$ cat src/rtl/axil_slave_regfile.sv
// AXI4-Lite slave terminating AW/W/B/AR/R into a NUM_REGS-word register file.
// Write and read engines are independent two-state machines.
module axil_slave_regfile #(
  parameter int ADDR_WIDTH = 32,
  parameter int DATA_WIDTH = 32,
  parameter int NUM_REGS   = 16
) (
  input  logic                      ACLK,
  input  logic                      ARESETn,
  input  logic                      AWVALID,
  output logic                      AWREADY,
  input  logic [ADDR_WIDTH-1:0]     AWADDR,
  input  logic [2:0]                AWPROT,
  input  logic                      WVALID,
  output logic                      WREADY,
  input  logic [DATA_WIDTH-1:0]     WDATA,
  input  logic [DATA_WIDTH/8-1:0]   WSTRB,
  output logic                      BVALID,
  input  logic                      BREADY,
  output logic [1:0]                BRESP,
  input  logic                      ARVALID,
  output logic                      ARREADY,
  input  logic [ADDR_WIDTH-1:0]     ARADDR,
  input  logic [2:0]                ARPROT,
  output logic                      RVALID,
  input  logic                      RREADY,
  output logic [DATA_WIDTH-1:0]     RDATA,
  output logic [1:0]                RRESP
);

  localparam int STRB_W   = DATA_WIDTH / 8;
  localparam int ADDR_LSB = $clog2(STRB_W);
  localparam int IDX_W    = ADDR_WIDTH - ADDR_LSB;

  typedef enum logic {W_IDLE, W_RESP} wstate_t;
  typedef enum logic {R_IDLE, R_DATA} rstate_t;

  wstate_t wstate, wstate_nx;
  rstate_t rstate, rstate_nx;

  logic                  live;
  logic                  aw_held, w_held;
  logic [ADDR_WIDTH-1:0] aw_addr;
  logic [DATA_WIDTH-1:0] w_data;
  logic [STRB_W-1:0]     w_strb;
  logic [DATA_WIDTH-1:0] regs [NUM_REGS];

  logic                  aw_hs, w_hs, b_hs;
  logic                  ar_hs, r_hs;
  logic                  commit;
  logic [ADDR_WIDTH-1:0] c_addr;
  logic [DATA_WIDTH-1:0] c_data;
  logic [STRB_W-1:0]     c_strb;
  logic [IDX_W-1:0]      w_idx, r_idx;
  logic                  w_ok, r_ok;
  logic [DATA_WIDTH-1:0] r_word;
  logic                  unused_ok;

  assign aw_hs = AWVALID & AWREADY;
  assign w_hs  = WVALID & WREADY;
  assign b_hs  = BVALID & BREADY;
  assign ar_hs = ARVALID & ARREADY;
  assign r_hs  = RVALID & RREADY;

  // Held beats take priority; otherwise use the beat handshaking now.
  assign c_addr = aw_held ? aw_addr : AWADDR;
  assign c_data = w_held ? w_data : WDATA;
  assign c_strb = w_held ? w_strb : WSTRB;

  assign commit = (wstate == W_IDLE)
                & (aw_held | aw_hs)
                & (w_held | w_hs);

  assign w_idx = c_addr[ADDR_WIDTH-1:ADDR_LSB];
  assign r_idx = ARADDR[ADDR_WIDTH-1:ADDR_LSB];
  assign w_ok  = {1'b0, w_idx} < (IDX_W+1)'(NUM_REGS);
  assign r_ok  = {1'b0, r_idx} < (IDX_W+1)'(NUM_REGS);

  assign unused_ok = ^{AWPROT, ARPROT,
                       c_addr[ADDR_LSB-1:0],
                       ARADDR[ADDR_LSB-1:0]};

  // Readies stay low until the first edge after reset release.
  always_ff @(posedge ACLK or negedge ARESETn) begin
    if (!ARESETn) live <= 1'b0;
    else          live <= 1'b1;
  end

  always_ff @(posedge ACLK or negedge ARESETn) begin
    if (!ARESETn) begin
      wstate <= W_IDLE;
      rstate <= R_IDLE;
    end else begin
      wstate <= wstate_nx;
      rstate <= rstate_nx;
    end
  end

  always_comb begin
    wstate_nx = wstate;
    unique case (1'b1)
      (wstate == W_IDLE): if (commit) wstate_nx = W_RESP;
      (wstate == W_RESP): if (b_hs)   wstate_nx = W_IDLE;
      default: ;
    endcase
  end

  always_comb begin
    rstate_nx = rstate;
    unique case (1'b1)
      (rstate == R_IDLE): if (ar_hs) rstate_nx = R_DATA;
      (rstate == R_DATA): if (r_hs)  rstate_nx = R_IDLE;
      default: ;
    endcase
  end

  always_comb begin
    AWREADY = 1'b0;
    WREADY  = 1'b0;
    BVALID  = 1'b0;
    ARREADY = 1'b0;
    RVALID  = 1'b0;
    if (wstate == W_IDLE) begin
      AWREADY = live & ~aw_held;
      WREADY  = live & ~w_held;
    end else begin
      BVALID  = 1'b1;
    end
    if (rstate == R_IDLE) ARREADY = live;
    else                  RVALID  = 1'b1;
  end

  always_ff @(posedge ACLK or negedge ARESETn) begin
    if (!ARESETn) begin
      aw_held <= 1'b0;
      w_held  <= 1'b0;
      aw_addr <= '0;
      w_data  <= '0;
      w_strb  <= '0;
    end else if (commit) begin
      aw_held <= 1'b0;
      w_held  <= 1'b0;
    end else begin
      if (aw_hs) begin
        aw_held <= 1'b1;
        aw_addr <= AWADDR;
      end
      if (w_hs) begin
        w_held <= 1'b1;
        w_data <= WDATA;
        w_strb <= WSTRB;
      end
    end
  end

  always_ff @(posedge ACLK or negedge ARESETn) begin
    if (!ARESETn) begin
      for (int i = 0; i < NUM_REGS; i++) regs[i] <= '0;
    end else if (commit && w_ok) begin
      for (int i = 0; i < NUM_REGS; i++) begin
        if (w_idx == IDX_W'(i)) begin
          for (int b = 0; b < STRB_W; b++) begin
            if (c_strb[b]) regs[i][8*b +: 8] <= c_data[8*b +: 8];
          end
        end
      end
    end
  end

  always_comb begin
    r_word = '0;
    for (int i = 0; i < NUM_REGS; i++) begin
      if (r_idx == IDX_W'(i)) r_word = regs[i];
    end
  end

  // Response payloads are captured once and held until the handshake.
  always_ff @(posedge ACLK or negedge ARESETn) begin
    if (!ARESETn) begin
      BRESP <= 2'b00;
      RDATA <= '0;
      RRESP <= 2'b00;
    end else begin
      if (commit) BRESP <= w_ok ? 2'b00 : 2'b10;
      if (ar_hs) begin
        RDATA <= r_ok ? r_word : '0;
        RRESP <= r_ok ? 2'b00 : 2'b10;
      end
    end
  end

endmodule

$ cat config.mk
export PLATFORM = sky130hd
export DESIGN_NAME = axil_slave_regfile
export DESIGN_NICKNAME = d
export VERILOG_FILES = /design/src/rtl/axil_slave_regfile.sv
export SDC_FILE = /design/constraint.sdc
export NUM_CORES = 1
export LEC_CHECK = 0
export ABC_AREA = 1
export ABC_CLOCK_PERIOD_IN_PS = 3200
export BUFFER_PORTS_ARGS = -buffer_cell sky130_fd_sc_hd__buf_2
export CAP_MARGIN = 20
export CORE_ASPECT_RATIO = 1.75
export CORE_MARGIN = 2
export CORE_UTILIZATION = 41
export CTS_CLUSTER_DIAMETER = 100
export DETAILED_ROUTE_END_ITERATION = 7
export PLACE_DENSITY = 0.55
export SLEW_MARGIN = 20
export SYNTH_ARGS = -nofsm -noshare
export SYNTH_HDL_FRONTEND = slang
export SYNTH_SLANG_ARGS = --single-unit
$ cat constraint.sdc
create_clock -name ACLK -period 3.2 [get_ports ACLK]
set_clock_uncertainty 0.2 [all_clocks]
set_input_delay 0.48 -clock ACLK [delete_from_list [all_inputs] [get_ports ACLK]]
set_output_delay 0.48 -clock ACLK [all_outputs]
set_load 0.05 [all_outputs]
==> impl_results.md <==
- Status: complete, no violations
- First-pass GRT wire length: 137 mm
- EDFF count, synth: 0
- Worst-skew pair later-pin latency: 650 ps
- CP endpoint kind: flop
- Critical path required time: 3530 ps
- CP Class: reg -> reg
- Pin count of the biggest net entering global routing: 73
- WL met1: 33.0 mm
- Simple-Gate Fraction of Synth Area: 0.250
- Core area: 71600 um^2
- H-tree depth: 2
- Total CTS buffers: 60
- Routability cong.: 0.827
- Peak supply drop: 0.443 mV
- R2R depth: 18
- Port Buf Inserts: 141
- Flop and latch count out of synthesis: 617
- Fillers: 6919
- Final Critical Period: 3080 ps
- Final setup viols: 0
- Syn Inst Count: 3831
- Aggregate global-route resource usage: 0.234
- Worst Hold End: w_held
- # clock sinks: 617
- R2R Path End: regs[49]
- Switching pwr: 5.79 mW
- DRC: 0
- Area growth syn-to-layout: 23.4%
- Final core occ: 0.510
- Sequential Area: 15400 um^2
- TritonRoute pass-1 iters: 5
- Gate power share: 0.170
- Syn Area/Cell: 7.72 um^2
- CTS tree: done
- Worst slack, placed: -188 ps
- Int Power: 13.6 mW
- Pwr Density: 532 nW/um^2
- Final hold vios: 0
- Post-synthesis sequential area ratio: 0.522
- Routed WL: 86.2 mm
- DIE AREA: 74400 um^2
- FFs w/ async S/R, synth: 1.00
- Final period utilization: 0.963
- CP Launch Type: flop
- Main combinational cell family by area after synthesis: simple AND/OR/NAND/NOR gates
- Switching part of the total: 0.298
- Post-synthesis compound-gate area fraction: 0.120
- Synth cell types: 42
- # nets final: 4292
- Clock share of power: 0.395
- Static leakage: 20.1 nW
- Initial Utilization: 0.413
- Commonest non-fill, non-tap cell in the layout: nand2_1
- 1st-iter DRT viols: 1207
- Yosys Warn Count: 0
- Die width: 207 um
- Seq pwr share: 0.435
- Root buf cell: clkbuf_16
- Routed length on met3: 2.36 mm
- R2R Setup Slk: 120 ps
- Worst Tran Pin Value: 706 ps
- I/O Pins: 154
- Rel. slew slack: 0.529
- Initial antenna violation count: 1
- Most frequent cells in the layout: nand2_1 (1196), dfrtp_1 (615), inv_1 (582)
- CP Max Fanout: 8
- Avg WL per Cell: 16.7 um
- Diode count: 0
- Post-DR vias/cell: 4.81
- Share of cells above drive strength 1: 0.149
- Fin. max-slew vios: 0
- Max Used Layer: met4
- Max Cap Violations: 0
- Post-Layout Cell Count: 5154
- Clock Path Buffers: 3
- Post-Synth Adder-Cell Area: 0
- Min-delay src: WVALID
- Final ANT Viol Nets: 0
- Synthesized area: 29600 um^2
- Via count: 24800
- WP data arrival: 3410 ps
- Reg clk slew, reported paths: 60 ps
- Total grt overflow: 0
- Dominant synthesized flop cell: dfrtp_1
- Hpwl dp: 62.4 mm
- Hold Path Stages: 4
- Placed Cells: 4961
- Worst min-delay path class: in -> reg
- Fmax: 324 MHz
- Met2 WL: 47.8 mm
- Mux cell area share after synthesis: 0.00529
- Vias in the first global route: 24300
- Worst setup margin: 118 ps
- Multi-input logic area: 11300 um^2
- RR Startpoint: aw_held
- XOR/XNOR Fraction of Synth Area: 0
- Die height: 359 um
- Cell row count: 130
[kinds of logic (layout without fill, tap and decap cells)]
logic type | after synthesis | in the layout
and+or+nand+nor | 1731 | 1731
buffers and inverters | 775 | 1173
AOI/OAI and AO/OA | 692 | 692
DFF | 617 | 617
muxes | 14 | 14
other | 2 | 3
[area by class of cell]
type | count | area share
Timing Repair Buffer | 473 | 0.118
Sequential cell | 617 | 0.423
Clock inverter | 28 | 0.00970
Multi-Input combinational cell | 2440 | 0.308
Clock buffer | 85 | 0.0484
Inverter | 587 | 0.0604
Tap cell | 924 | 0.0317
[flip-flops by register name, indices dropped and copies added, names as in the netlist]
signal and count:
BRESP 1, RDATA 32, RRESP 1, aw_addr 30
aw_held 1, live 1, regs 512, rstate 1
w_data 32, w_held 1, w_strb 4, wstate 1
[worst max-delay path by stage]
stage,from,endpoint,slack [ps]
6_report,aw_held,regs[49],120
5_1_grt,aw_held,regs[54],-8
4_1_cts,aw_held,regs[85],30
3_5_place_dp,ARADDR[4],RDATA[30],-190
3_3_place_gp,ARADDR[4],RDATA[30],-180
2_1_floorplan,wstate,regs[181],90
[worst max-delay path: stages (launching register included)]
cell and delay, ps:
dfrtp_2 480, buf_6 150, nand2_1 60, o21ai_2 60
a211oi_2 210, o2111ai_2 140, nor2_1 120, buf_4 140
inv_1 50, buf_4 130, nor3_4 110, buf_6 140
buf_12 130, nand4_4 240, nor2_4 290, buf_12 150
nand2_1 40, o21ai_0 80, inv_1 50
[power by group through the flow]
stage,sequential (mW),combinational [mW],clock [mW]
2_1_floorplan,8.54,1.73,0
3_3_place_gp,8.58,3.20,0
3_5_place_dp,8.59,3.22,0
4_1_cts,8.45,3.29,7.86
5_1_grt,8.49,3.61,8.13
6_report,8.44,3.31,7.68
[cell usage after synthesis (3+ instances only)]
master	n	share of area
mux2_2	13	0.0049
nand2_1	1197	0.15
o21ai_0	516	0.087
or2_2	10	0.0021
o21ai_1	109	0.018
buf_2	44	0.0074
nand4_1	69	0.015
nor2_1	258	0.033
nand3_1	74	0.013
nand4_2	5	0.0021
nand3b_1	13	0.0033
buf_4	11	0.0028
a21oi_1	44	0.0074
buf_1	7	0.00089
nor3b_1	3	0.00076
nor2_4	29	0.011
inv_2	4	0.00051
buf_6	5	0.0019
nor2_2	16	0.0034
o21bai_1	14	0.0036
dfrtp_1	617	0.52
nor3_1	23	0.0039
inv_1	582	0.074
nand2_2	12	0.0025
clkbuf_1	121	0.015
and2_2	4	0.0010
nand4_4	6	0.0043
nor3_2	4	0.0014
[what timing repair did]
item	in CTS	in global routing
setup endpoints to repair	225	437
cloned	0	2
buffers inserted	1	8
hold buffers	69	0
resized for setup	1	30
endpoints found under the hold margin	114	0
pin swaps	0	6
[metrics by stage]
stage | hold WS (ps) | setup TNS (ps) | instance area, um^2 | power (mW)
finish | 84.2 | 0 | 36500 | 19.4
global route | 130 | -13.8 | 36500 | 20.2
CTS | 56.4 | 0 | 36200 | 19.6
detailed placement | 260 | -10670 | 33400 | 11.8
global placement | 257 | -8990 | 33400 | 11.8
floorplan | -15.6 | 0 | 29600 | 10.3
[layer usage]
layer,vias up,GRT usage
met5,-,0
met3,155,0.0224
met4,0,0.0832
met2,427,0.458
li1,12600,-
met1,11600,0.258
Note: power is estimated with default switching activity, not from simulation.
